<file path="src/rtl/scratch_pad_seq_reader_pkg.sv">
// scratch_pad_seq_reader_pkg: shared FSM encoding and request-budget defaults
package scratch_pad_seq_reader_pkg;
  typedef enum logic [1:0] {IDLE, ISSUE, DRAIN, FIN} state_t;
  localparam int REORDER_DEPTH = 32;
  localparam int MAX_OUTSTANDING_DEF = REORDER_DEPTH;
endpackage

</file>
<file path="src/rtl/scratch_pad_seq_reader_skid_buffer.sv">
// sp_skid_buffer: 2-entry valid/ready FIFO with a registered stall output
module sp_skid_buffer #(
  parameter int WIDTH = 64
) (
  input  logic             clk,
  input  logic             rst,
  input  logic [WIDTH-1:0] in_data,
  input  logic             in_valid,
  output logic             in_stall,
  output logic [WIDTH-1:0] out_data,
  output logic             out_valid,
  input  logic             out_ready
);
  logic [WIDTH-1:0] mem_q [2];
  logic [WIDTH-1:0] mem_d [2];
  logic             rd_q, rd_d;
  logic [1:0]       cnt_q, cnt_d;
  logic             push, pop;
  assign in_stall  = cnt_q[1];
  assign out_valid = cnt_q != 2'd0;
  assign out_data  = mem_q[rd_q];
  // write at the slot behind the head, advance the head on pop
  always_comb begin
    push  = in_valid && !cnt_q[1];
    pop   = out_valid && out_ready;
    mem_d = mem_q;
    if (push) mem_d[rd_q ^ cnt_q[0]] = in_data;
    rd_d  = rd_q ^ pop;
    cnt_d = cnt_q + {1'b0, push} - {1'b0, pop};
  end
  // buffer state registers
  always_ff @(posedge clk or negedge rst)
    if (!rst) begin
      mem_q <= '{default: '0};
      rd_q  <= 1'b0;
      cnt_q <= 2'd0;
    end else begin
      mem_q <= mem_d;
      rd_q  <= rd_d;
      cnt_q <= cnt_d;
    end
endmodule

</file>
<file path="src/rtl/scratch_pad_seq_reader.sv">
// scratch_pad_seq_reader: strided read sequencer for one scratch_pad port
module scratch_pad_seq_reader
  import scratch_pad_seq_reader_pkg::*;
#(
  parameter int WIDTH           = 64,
  parameter int ADDR_WIDTH      = 12,
  parameter int LEN_WIDTH       = 13,
  parameter int MAX_OUTSTANDING = MAX_OUTSTANDING_DEF,
  parameter int OUT_BITS        = 6
) (
  input  logic                  clk,
  input  logic                  rst,
  input  logic                  start,
  input  logic [ADDR_WIDTH-1:0] base_addr,
  input  logic [LEN_WIDTH-1:0]  length,
  input  logic [ADDR_WIDTH-1:0] stride,
  output logic                  busy,
  output logic                  done,
  output logic                  err,
  output logic                  sp_rd_en,
  output logic [ADDR_WIDTH-1:0] sp_addr,
  input  logic                  sp_full,
  input  logic [WIDTH-1:0]      sp_q,
  input  logic                  sp_valid,
  output logic                  sp_stall,
  output logic [WIDTH-1:0]      out_data,
  output logic                  out_valid,
  input  logic                  out_ready
);
  state_t                state_q, state_d;
  logic [ADDR_WIDTH-1:0] addr_q, addr_d, stride_q, stride_d;
  logic [LEN_WIDTH-1:0]  rem_q, rem_d;
  logic [OUT_BITS-1:0]   out_q, out_d;
  logic                  err_q, err_d;
  logic                  xfer, dec;
  assign sp_addr = addr_q;
  assign busy    = state_q != IDLE;
  assign done    = state_q == FIN;
  assign err     = err_q;
  assign xfer    = sp_valid && !sp_stall;
  // issue gating, outstanding budget, address generation and next state
  always_comb begin
    sp_rd_en = state_q == ISSUE && !sp_full && out_q < OUT_BITS'(MAX_OUTSTANDING) && rem_q != '0;
    dec      = xfer && (out_q != '0 || sp_rd_en);
    out_d    = out_q + OUT_BITS'(sp_rd_en) - OUT_BITS'(dec);
    err_d    = err_q || (xfer && !dec);
    addr_d   = sp_rd_en ? addr_q + stride_q : addr_q;
    rem_d    = sp_rd_en ? rem_q - LEN_WIDTH'(1) : rem_q;
    stride_d = stride_q;
    state_d  = state_q;
    case (state_q)
      IDLE: if (start) begin
        addr_d   = base_addr;
        rem_d    = length;
        stride_d = stride;
        state_d  = length == '0 ? FIN : ISSUE;
      end
      ISSUE:   if (sp_rd_en && rem_q == LEN_WIDTH'(1)) state_d = DRAIN;
      DRAIN:   if (out_q == '0 && !out_valid) state_d = FIN;
      default: state_d = IDLE;
    endcase
  end
  // sequencer state registers
  always_ff @(posedge clk or negedge rst)
    if (!rst) begin
      state_q  <= IDLE;
      addr_q   <= '0;
      stride_q <= '0;
      rem_q    <= '0;
      out_q    <= '0;
      err_q    <= 1'b0;
    end else begin
      state_q  <= state_d;
      addr_q   <= addr_d;
      stride_q <= stride_d;
      rem_q    <= rem_d;
      out_q    <= out_d;
      err_q    <= err_d;
    end
  sp_skid_buffer #(.WIDTH(WIDTH)) u_buf (
    .clk      (clk),
    .rst      (rst),
    .in_data  (sp_q),
    .in_valid (sp_valid),
    .in_stall (sp_stall),
    .out_data (out_data),
    .out_valid(out_valid),
    .out_ready(out_ready)
  );
endmodule

</file>
<file path="config.mk">
export PLATFORM = sky130hd
export DESIGN_NAME = scratch_pad_seq_reader
export DESIGN_NICKNAME = d
export VERILOG_FILES = /design/src/rtl/scratch_pad_seq_reader_pkg.sv /design/src/rtl/scratch_pad_seq_reader_skid_buffer.sv /design/src/rtl/scratch_pad_seq_reader.sv
export SDC_FILE = /design/constraint.sdc
export NUM_CORES = 1
export LEC_CHECK = 0
export CAP_MARGIN = 20
export CORE_UTILIZATION = 57
export DETAILED_ROUTE_END_ITERATION = 8
export DONT_BUFFER_PORTS = 1
export PLACE_DENSITY = 0.72
export SLEW_MARGIN = 20
export SYNTH_ARGS = -nofsm -noshare
export SYNTH_HDL_FRONTEND = slang
export SYNTH_SLANG_ARGS = --single-unit
</file>
<file path="constraint.sdc">
create_clock -name clk -period 9.98 [get_ports clk]
set_clock_uncertainty 0.05 [all_clocks]
set_input_delay 1.996 -clock clk [delete_from_list [all_inputs] [get_ports clk]]
set_output_delay 1.996 -clock clk [all_outputs]
set_load 0.1 [all_outputs]
</file>
# Word-level counts from Yosys, hierarchy flattened
# Index checks and enable logic that the tools add are counted.
# Widths: inputs -> output; s select.
op_classes:
  order_cmp: 4
  n_reduce_logical: 25
  muxes: 17
  bitwise: 4
  add_sub_neg: 6
  n_eq_ne: 7
ops:
  columns: ["operator", "n"]
  rows:
  - ["$mux 64", 4]
  - ["$bwmux 128", 1]
  - ["$demux 64 s1", 1]
  - ["$mux 13", 3]
  - ["$mux 12", 3]
  - ["$eq 13x1->1 const B", 1]
  - ["$logic_not 13->1", 1]
  - ["$reduce_bool 13->1", 1]
  - ["$sub 13x1->13 const B", 1]
  - ["$add 12x12->12", 1]
  - ["$logic_and 1x1->1", 10]
  - ["$mux 2", 4]
  - ["$add 6x1->6", 1]
  - ["$logic_not 6->1", 1]
  - ["$lt 6x6->1 const B", 1]
  - ["$pmux 2 s3", 1]
  - ["$reduce_bool 6->1", 1]
  - ["$sub 6x1->6", 1]
  - ["$eq 2x2->1 const B", 2]
  - ["$ge 2x2->1 const B", 2]
  - ["$logic_not 1->1", 4]
  - ["$ne 2x2->1 const B", 2]
  - ["$not 1->2", 2]
  - ["$reduce_bool 2->1", 2]
  - ["10 further kinds", 12]
totals:
  wordCells: 73
  out_inout_bits: 82
  in_bits: 107
  register_bits: 177

# Logic depth before layout (Yosys ltp)
# Gate-level depths: netlist of run 1.
logic_depth:
  ltp_word: 9
  depth_mapped: 15
  mapped_depth_nobuf: 13

# By module
# From an unflattened synthesis of run 1, not the netlist that was laid out.
hier_totals:
  hier_cells: 691
  area_unflattened_um2: 8649.5
by_module_without_submodules:
  columns: ["mod", "seq_area_each_um2", "instances", "cells_per_inst", "area_each_um2"]
  rows:
  - ["sp_skid_buffer", 3278.1, 1, 358, 5751.8]
  - ["scratch_pad_seq_reader", 1151.1, 1, 333, 2897.8]

# Worst setup path after synthesis of run 1
# No wires, ideal clock.
synth_timing:
  kind: "input port to output port"
  from: "input sp_full"
  to: "output sp_rd_en"
  required_time_ns: 7.934
  setup_slack_ns: 4.386
  stages: 5
  arrival_time_ns: 3.548
  path_buffers: 1
  cell_sequence: "nor2_1 -> nand2_1 -> a31o_2 -> inv_2 -> clkbuf_1"
synth_between:
  elab_chain_cells: 4
synth_lines:
  columns: ["item", "line_no", "source"]
  rows:
  - ["start: declaration", "scratch_pad_seq_reader.sv:22", "input logic sp_full,"]
  - ["$logic_not 1->1", "scratch_pad_seq_reader.sv:43", "sp_rd_en = state_q == ISSUE && !sp_full && out_q < OUT_BITS'(MAX_OUTSTANDING) && rem_q != '0;"]
  - ["$logic_and 1x1->1 (3 in a row)", "scratch_pad_seq_reader.sv:43", null]
  - ["end: declaration", "scratch_pad_seq_reader.sv:20", "output logic sp_rd_en,"]
# Every way passes these cells.

# Worst setup path in the final report of run 1
# Ends and elaborated chain as after synthesis.

==> metrics.csv, run 1 <==
stage;metric;value;unit
status;status;complete, no violations;
cts;H-tree levels;4;
synth;post-synthesis cell count;679;
cts;total CTS buffers;17;
placement;dpl hpwl;11400;um
critical_path;reg2reg start;rem_q[2];
cts;Sink Count;177;
floorplan;Initial Util;58.3;%
placement;dpl cells;837;
cts;clk slew on worst S/H paths;60;ps
floorplan;Core ar.;14500;um^2
synth;Main synth FF type;dfrtp_1;
global_route;first-pass GRT wire length;26700;um
synth;number of synthesized flops with an enable pin;0;
final_layout;layout cells sized above 1;34.7;%
drt;routed vias/inst;5.87;
drt;vias;5105;
cts;Root Driver;clkbuf_16;
synth;Yosys top cell area share;52.5;%
timing;RSZ-0062 raised after global routing;no;
synth;largest cells by area after synthesis;dfrtp_1 52%, mux2_2 26%, ha_1 4.0%, nand2_1 3.4%, xnor2_1 1.6%;
timing;worst slew pin tran;1040;ps
critical_path;r2r setup slk;6300;ps
critical_path;CP Launch Type;primary input;
worst_hold_path;WHS Endpoint;stride_q[3];
worst_hold_path;Hold Path Class;reg2reg;
cts;cells resized by post-CTS repair;0;
global_route;GR Util All Layers;22.8;%
critical_path;Critical Path Fanout Max;23;
timing;Max Clk Rate;189;MHz
critical_path;WP data required;7930;ps
critical_path;Largest delay share family, worst path;buffers and inverters;
synth;syn_nets;815;
cts;clock latency on the worst-skew pair;420;ps
final_layout;Final Util;63.4;%
floorplan;Die H;124;um
run;# Max-Cap Violations;0;
timing;fin crit share;53.0;%
final_layout;Ant. Diodes;0;
global_route;vias in the first global route;5419;
global_route;initial antenna violation count;0;
drt;Routed Antenna Nets;0;
global_route;total gr overflow;0;
timing;slew margin rel.;30.7;%
critical_path;WP buf/inv;1;
synth;Avg Cell Area, Syn;12.4;um^2
global_route;largest net degree at the start of global routing;178;
cts;clock buffer depth;2;
critical_path;critical path class;in2out;
floorplan;die area;15300;um^2
synth;area leader, netlist;dfrtp_1;
synth;top post-synthesis cells by count;192 x mux2_2, 177 x dfrtp_1, 77 x nand2_1;
critical_path;path depth of the worst reg2reg path;10;
final_layout;Non-Filler Instances;869;
floorplan;IO Pins;189;
final_layout;Area Growth Syn to Fin;8.85;%
drt;drt first-iter violations;247;
critical_path;endpoint class of the critical path;output port;
final_layout;fillers;1105;
final_layout;# nets final;809;
floorplan;Die X;124;um
cts;Post CTS Setup Buffer Count;0;
cts;CTS tree;done;
cts;Post-CTS Hold Fix Bufs;0;
synth;Netlist cell types;44;
worst_hold_path;hold path startpoint;stride_q[3];
critical_path;reg2reg end;out_q[4];
worst_hold_path;hold depth;2;
drt;WL/cell;19.4;um
timing;Hold Vio Cnt, Final;0;
drt;final WL;16900;um
timing;Tmin final;5290;ps
critical_path;critical path arrival;3240;ps
synth;ys async rst share;100;%
synth;number of synthesized register bits;177;
critical_path;slowest stage cell, crit path;inv_2;
placement;routability cong.;0.849;
synth;count leader, synth;mux2_2;
placement;port buffer count;0;
drt;drt pass-1 iters;4;
timing;WHS;441;ps
timing;Setup TNS;0;ps
synth;sequential-to-total area share from yosys stat;52.5;%
synth;Yosys warnings;0;
floorplan;Site Rows;44;
critical_path;Critical Path Max Stage Delay;640;ps
timing;Pins Over Slew Limit;0;
timing;Setup-failing EPs final;0;
synth;Synth Cell Area;8440;um^2
drt;DRC Markers;0;
critical_path;Cell Chain, Critical Path;nor2_1 > nand2_1 > a31o_2 > inv_2;
==> logic make-up (layout without fill, tap and decap cells) <==
| logic type | after synthesis | after routing | synth area share [%] |
|---|---|---|---|
| xor+xnor | 26 | 26 | 2.70 |
| flops | 177 | 177 | 52.5 |
| compound gates | 69 | 69 | 5.07 |
| simple gates | 134 | 134 | 7.13 |
| buf+inv | 51 | 57 | 2.40 |
| fa+ha+maj | 29 | 29 | 4.48 |
| mux | 193 | 193 | 25.7 |
==> placed cells by master (no fill, tap or decap), types with 3 or more instances in the layout <==
| master | Yosys | final |
|---|---|---|
| a211oi_1 | 3 | 3 |
| a21o_1 | 6 | 6 |
| a21oi_1 | 19 | 19 |
| a31oi_1 | 8 | 8 |
| buf_4 | 1 | 4 |
| clkbuf_16 | 0 | 17 |
| clkinv_2 | 0 | 4 |
| dfrtp_1 | 177 | 176 |
| ha_1 | 27 | 27 |
| inv_1 | 20 | 20 |
| mux2_2 | 192 | 192 |
| nand2_1 | 77 | 77 |
| nand3_1 | 3 | 3 |
| nand4b_1 | 3 | 3 |
| nor2_1 | 30 | 28 |
| nor4_1 | 5 | 5 |
| o211ai_1 | 4 | 4 |
| o21ai_0 | 16 | 16 |
| o21bai_1 | 3 | 3 |
| xnor2_1 | 15 | 15 |
| xor2_1 | 11 | 11 |
==> layout make-up <==
cell class | instances | area (um^2) | share of cell area, %
sequential | 177 | 4430 | 48.2
clock buffer | 19 | 443 | 4.82
multi-input combinational | 451 | 3820 | 41.6
clock inverter | 12 | 134 | 1.46
inverter | 21 | 78.8 | 0.858
timing repair buffer | 5 | 45.0 | 0.490
tap | 184 | 230 | 2.51
==> tightest hold or removal path, cell delays in order, from the launching register on <==
cell     delay (ps)
dfrtp_1         350
nand2_1          50
nand2_1          60
==> state kept, by name, indices dropped and copies added (netlist names) <==
register and flops:
err 1, out_q 6, rem_q 13, sp_addr 12, state_q 2, stride_q 12, u_buf.cnt_q 2, u_buf.mem_q 128
u_buf.rd_q 1
==> per-layer routing <==
metal  up-vias  wire length [um]  GRT usage (%)
met5         -                 0              0
met2       152              8450           38.3
met4         0               289           7.98
met1      2564              6700           25.9
met3        22              1430           9.75
li1       2367                 -              -
==> how the worst max path moves through the flow <==
stage | start | endpoint | depth (start not counted)
2_1_floorplan | sp_full | sp_rd_en | 5
3_3_place_gp | sp_full | sp_rd_en | 4
3_5_place_dp | sp_full | sp_rd_en | 4
4_1_cts | sp_full | sp_rd_en | 4
5_1_grt | sp_full | sp_rd_en | 4
6_report | sp_full | sp_rd_en | 4
==> through the flow <==
stage | worst slack (ps) | instance area [um^2]
2_1_floorplan | 4390 | 8440
3_3_place_gp | 4720 | 8590
3_5_place_dp | 4710 | 8590
4_1_cts | 4710 | 9170
5_1_grt | 4630 | 9190
6_report | 4690 | 9190
Power of run 1 is left out: the tool's default activity adds up to more than one toggle a clock period on the data nets, which glitch-free logic cannot reach.
==> run 2: changes to the inputs <==
clock period = 5.4 ns   (was 9.98 ns; I/O delays follow)
==> run 2 against run 1 <==
Worst hold slack worse by 140 ps. Design area is 0.11% higher. Non-clock buffer count stayed put. Global-route usage about the same. Wire length fell by 0.15%. Count of clock-buffer cells in the layout is the same. Register-to-register slack got worse by 4600 ps. Highest routed layer unchanged. Worst setup slack worse by 3100 ps. Core utilization is 0.069 points higher.
==> metrics.csv, run 2 (synthesized netlist as in run 1, its figures left out) <==
stage;metric;value;unit;change
critical_path;reg2reg start;rem_q[2];;
timing;worst slew pin tran;1050;ps;+11.2 ps
timing;Max Clk Rate;260;MHz;
worst_hold_path;Hold Path Class;in2async;;
status;status;complete, no violations;;
global_route;vias in the first global route;5349;;-1.3%
timing;RSZ-0062 raised after global routing;no;;
global_route;GR Util All Layers;22.8;%;-0.046 points
final_layout;Top Registers;u_buf.mem_q: 128 flops, rem_q: 13 flops;;
floorplan;Initial Util;58.3;%;unchanged
timing;Hold Vio Cnt, Final;0;;unchanged
cts;clk slew on worst S/H paths;70;ps;about the same
critical_path;CP Launch Type;register;;
timing;Setup-failing EPs final;0;;unchanged
critical_path;critical path arrival;2710;ps;-530 ps
timing;Tmin final;3840;ps;
critical_path;endpoint class of the critical path;output port;;
final_layout;Ant. Diodes;0;;unchanged
drt;Routed Antenna Nets;0;;unchanged
global_route;first-pass GRT wire length;26500;um;-0.62%
floorplan;Die H;124;um;unchanged
timing;fin crit share;71.1;%;
critical_path;Critical Path Fanout Max;23;;unchanged
global_route;largest net degree at the start of global routing;178;;unchanged
floorplan;IO Pins;189;;unchanged
final_layout;max FFs per register;128;;unchanged
drt;drt first-iter violations;269;;+8.9%
final_layout;# nets final;809;;unchanged
critical_path;reg2reg end;out_q[4];;
placement;dpl hpwl;11500;um;+1.2%
final_layout;Area Growth Syn to Fin;8.97;%;
final_layout;Biggest register;u_buf.mem_q;;
placement;port buffer count;0;;unchanged
critical_path;slowest stage cell, crit path;or4_4;;
final_layout;multi-input combinational cell area;3820;um^2;unchanged
global_route;total gr overflow;0;;unchanged
critical_path;Critical Path Max Stage Delay;580;ps;-60 ps
timing;slew margin rel.;29.9;%;-0.75 points
run;# Max-Cap Violations;0;;unchanged
floorplan;die area;15300;um^2;unchanged
floorplan;Die X;124;um;unchanged
drt;WL/cell;19.4;um;-0.15%
timing;Pins Over Slew Limit;0;;unchanged
cts;Root Driver;clkbuf_16;;
cts;Post-CTS Hold Fix Bufs;0;;unchanged
floorplan;Core ar.;14500;um^2;unchanged
critical_path;Cell Chain, Critical Path;or4_4 > nor3_4 > a31o_2 > inv_2;;
final_layout;FF/Latch Area;4430;um^2;unchanged
cts;Post CTS Setup Buffer Count;0;;unchanged
cts;H-tree levels;4;;unchanged
cts;total CTS buffers;17;;unchanged
drt;DRC Markers;0;;unchanged
cts;Sink Count;177;;unchanged
cts;clock latency on the worst-skew pair;420;ps;about the same
final_layout;most common cell after layout, fill and taps aside;mux2_2;;
critical_path;path depth of the worst reg2reg path;10;;unchanged
cts;clock buffer depth;2;;unchanged
global_route;initial antenna violation count;0;;unchanged
final_layout;fillers;1086;;-1.7%
floorplan;Site Rows;44;;unchanged
critical_path;critical path class;reg2out;;
critical_path;WP data required;4270;ps;-3660 ps
cts;cells resized by post-CTS repair;0;;unchanged
final_layout;commonest non-fill, non-tap cells in the layout;192 x mux2_2, 176 x dfrtp_1, 77 x nand2_1, 28 x nor2_1, 27 x ha_1;;
drt;vias;5124;;+0.37%
timing;Setup TNS;0;ps;unchanged
drt;final WL;16800;um;-0.15%
drt;routed vias/inst;5.90;;+0.37%
cts;CTS tree;done;;
drt;drt pass-1 iters;5;;+1
final_layout;layout cells sized above 1;34.7;%;unchanged
placement;routability cong.;0.831;;-2.1%
critical_path;r2r setup slk;1740;ps;-4560 ps
-- run 2: stage by stage --
step	worst slack (ps)	area [um^2]	hold slack [ps]	utilization (%)	instances
after floorplan	1640	8440	400	-	679
after global placement	1840	8600	417	59.4	838
after detailed placement	1750	8600	425	59.4	838
after CTS	1540	9200	282	63.5	869
after global routing	1420	9200	270	63.5	869
final	1560	9200	303	63.5	869
-- run 2: worst max path at each step --
stage,startpoint,depth (start not counted),slack (ps),endpoint
detailed placement,rem_q[2],10,1750,out_q[4]
global route,rem_q[2],4,1420,sp_rd_en
floorplan,sp_full,5,1640,sp_rd_en
global placement,rem_q[2],10,1840,out_q[4]
CTS,rem_q[2],4,1540,sp_rd_en
finish,rem_q[2],4,1560,sp_rd_en
-- run 2: area by class of cell --
cell class / count / area share, %
Inverter: 21 / 0.857
Sequential cell: 177 / 48.2
Clock inverter: 12 / 1.65
Tap cell: 184 / 2.50
Multi-Input combinational cell: 451 / 41.6
Timing Repair Buffer: 5 / 0.408
Clock buffer: 19 / 4.82
-- run 2: metal layers --
| metal | GRT usage, % | part of all wire [%] |
|---|---|---|
| met1 | 26.3 | 40 |
| met2 | 38.1 | 49 |
| met3 | 9.16 | 8.7 |
| met4 | 7.98 | 2.1 |
| met5 | 0 | 0 |
-- run 2: worst max-delay path, delay by kind of cell (launching register included) --
family                 cells  cell delay [ps]
AOI/OAI and AO/OA          1              540
DFF                        1              420
buffers and inverters      1              460
and+or+nand+nor            2              850
Power of run 2 is left out for the same reason.
==> run 3: changes to the inputs <==
clock period = 3.8 ns   (was 5.4 ns; I/O delays follow)
==> run 3 against run 2 <==
The flow now finishes with violations (hold timing). Die area unchanged. Register-to-register slack worse by 970 ps. Via count increased by 0.70%. Highest routed layer unchanged.
==> metrics.csv, run 3 (synthesized netlist as in run 1, its figures left out) <==
stage;metric;value;unit;change
final_layout;layout cells sized above 1;36.1;%;+1.4 points
timing;slew margin rel.;31.6;%;+1.7 points
timing;fin crit share;87.1;%;
final_layout;fillers;1093;;+0.64%
critical_path;critical path class;reg2out;;
critical_path;critical path arrival;2500;ps;-210 ps
global_route;GR Util All Layers;22.9;%;+0.10 points
global_route;vias in the first global route;5472;;+2.3%
cts;clk slew on worst S/H paths;70;ps;about the same
cts;clock latency on the worst-skew pair;430;ps;about the same
final_layout;Area Growth Syn to Fin;10.3;%;
floorplan;Site Rows;44;;unchanged
timing;Setup-failing EPs final;0;;unchanged
cts;Root Driver;clkbuf_16;;
global_route;initial antenna violation count;0;;unchanged
timing;Max Clk Rate;302;MHz;
critical_path;WP buf/inv;3;;+2
floorplan;IO Pins;189;;unchanged
timing;Hold Vio Cnt, Final;22;;+22
timing;RSZ-0062 raised after global routing;no;;
drt;final WL;16900;um;+0.29%
drt;vias;5160;;+0.70%
critical_path;Critical Path Max Stage Delay;580;ps;about the same
final_layout;Biggest register;u_buf.mem_q;;
critical_path;CP Launch Type;register;;
critical_path;Largest delay share family, worst path;simple AND/OR/NAND/NOR gates;;
floorplan;Core ar.;14500;um^2;unchanged
drt;drt first-iter violations;231;;-14%
timing;worst slew pin tran;1030;ps;-22.5 ps
placement;dpl hpwl;11400;um;-0.76%
run;# Max-Cap Violations;0;;unchanged
drt;WL/cell;19.2;um;-1.2%
critical_path;slowest stage cell, crit path;or4_4;;
cts;cells resized by post-CTS repair;0;;unchanged
global_route;total gr overflow;0;;unchanged
floorplan;Die X;124;um;unchanged
final_layout;commonest non-fill, non-tap cells in the layout;192 x mux2_2, 176 x dfrtp_1, 77 x nand2_1, 28 x nor2_1, 27 x ha_1;;
final_layout;multi-input combinational cell area;3820;um^2;unchanged
placement;port buffer count;0;;unchanged
drt;DRC Markers;0;;unchanged
cts;CTS tree;done;;
final_layout;Top Registers;u_buf.mem_q: 128 flops, rem_q: 13 flops;;
drt;drt pass-1 iters;6;;+1
drt;routed vias/inst;5.85;;-0.78%
cts;clock buffer depth;2;;unchanged
timing;Tmin final;3310;ps;
floorplan;Initial Util;58.3;%;unchanged
global_route;largest net degree at the start of global routing;178;;unchanged
final_layout;max FFs per register;128;;unchanged
drt;Routed Antenna Nets;0;;unchanged
cts;total CTS buffers;17;;unchanged
critical_path;WP data required;2990;ps;-1280 ps
final_layout;# nets final;821;;+1.5%
final_layout;FF/Latch Area;4430;um^2;unchanged
final_layout;most common cell after layout, fill and taps aside;mux2_2;;
cts;Sink Count;177;;unchanged
worst_hold_path;Hold Path Class;in2async;;
status;violated checks;hold timing;;
floorplan;Die H;124;um;unchanged
status;status;finished, violations left;;
timing;Setup TNS;0;ps;unchanged
cts;H-tree levels;4;;unchanged
timing;Pins Over Slew Limit;0;;unchanged
critical_path;Crit path top cell by count;buf_4;;
floorplan;die area;15300;um^2;unchanged
critical_path;Critical Path Fanout Max;22;;-4.3%
final_layout;Ant. Diodes;0;;unchanged
critical_path;endpoint class of the critical path;output port;;
placement;routability cong.;0.911;;+9.6%
critical_path;Cell Chain, Critical Path;or4_4 > nor3_4 > a31o_2 > buf_4 > inv_2 > buf_4;;
timing;WHS;-26.2;ps;-329 ps
global_route;first-pass GRT wire length;26600;um;+0.49%
## run 3: cell types whose count changed in the layout (fill, tap and decap cells not counted), sizes merged
cell,delta
bufinv,-2
inv,+5
buf,+12
clkinv,-4
clkinvlp,+1
clkbuf,+1
## run 3: path summary, 6_finish.rpt
path | from | end | slack (ps) | cells past startpoint
min reg2reg | stride_q[2] | stride_q[2] | 450 | 2
max | rem_q[2] | sp_rd_en | 490 | 6
max in group asynchronous | rst | u_buf.rd_q | 3420 | 0
min in group clk | stride[1] | stride_q[1] | 390 | 2
max reg2reg | rem_q[2] | out_q[4] | 770 | 12
min | rst | rem_q[6] | -30 | 0
## run 3: per-layer routing
metal,up-vias,track usage [%],wire (um)
met2,155,38.8,8440
li1,2389,-,-
met5,-,0,0
met4,0,7.61,330
met1,2591,25.9,6610
met3,25,9.57,1520
## run 3: final cells by class
cell class / count / area share [%]
flip-flops and latches: 177 / 47.6
multi-input cells: 451 / 41.1
clock buffers: 20 / 5.01
well taps: 184 / 2.47
repair buffers: 17 / 1.81
clock inverters: 12 / 1.17
inverters: 21 / 0.847
## run 3: what timing repair did
action                                  CTS  global route
endpoints found under the hold margin   177           177
buffers inserted                          0             0
endpoints found under the setup margin    0             0
## run 3: stage by stage
step                      hold slack, ps  instance area [um^2]  utilization [%]  instances  setup slack [ps]
final                              -26.2                  9310             64.3        882               490
after global routing               -50.6                  9310             64.3        882               379
after CTS                          -45.2                  9300             64.2        881               471
after detailed placement             419                  8720             60.2        849               781
after global placement               418                  8720             60.2        849               871
after floorplan                      400                  8440                -        679               338
Power of run 3 is left out for the same reason.
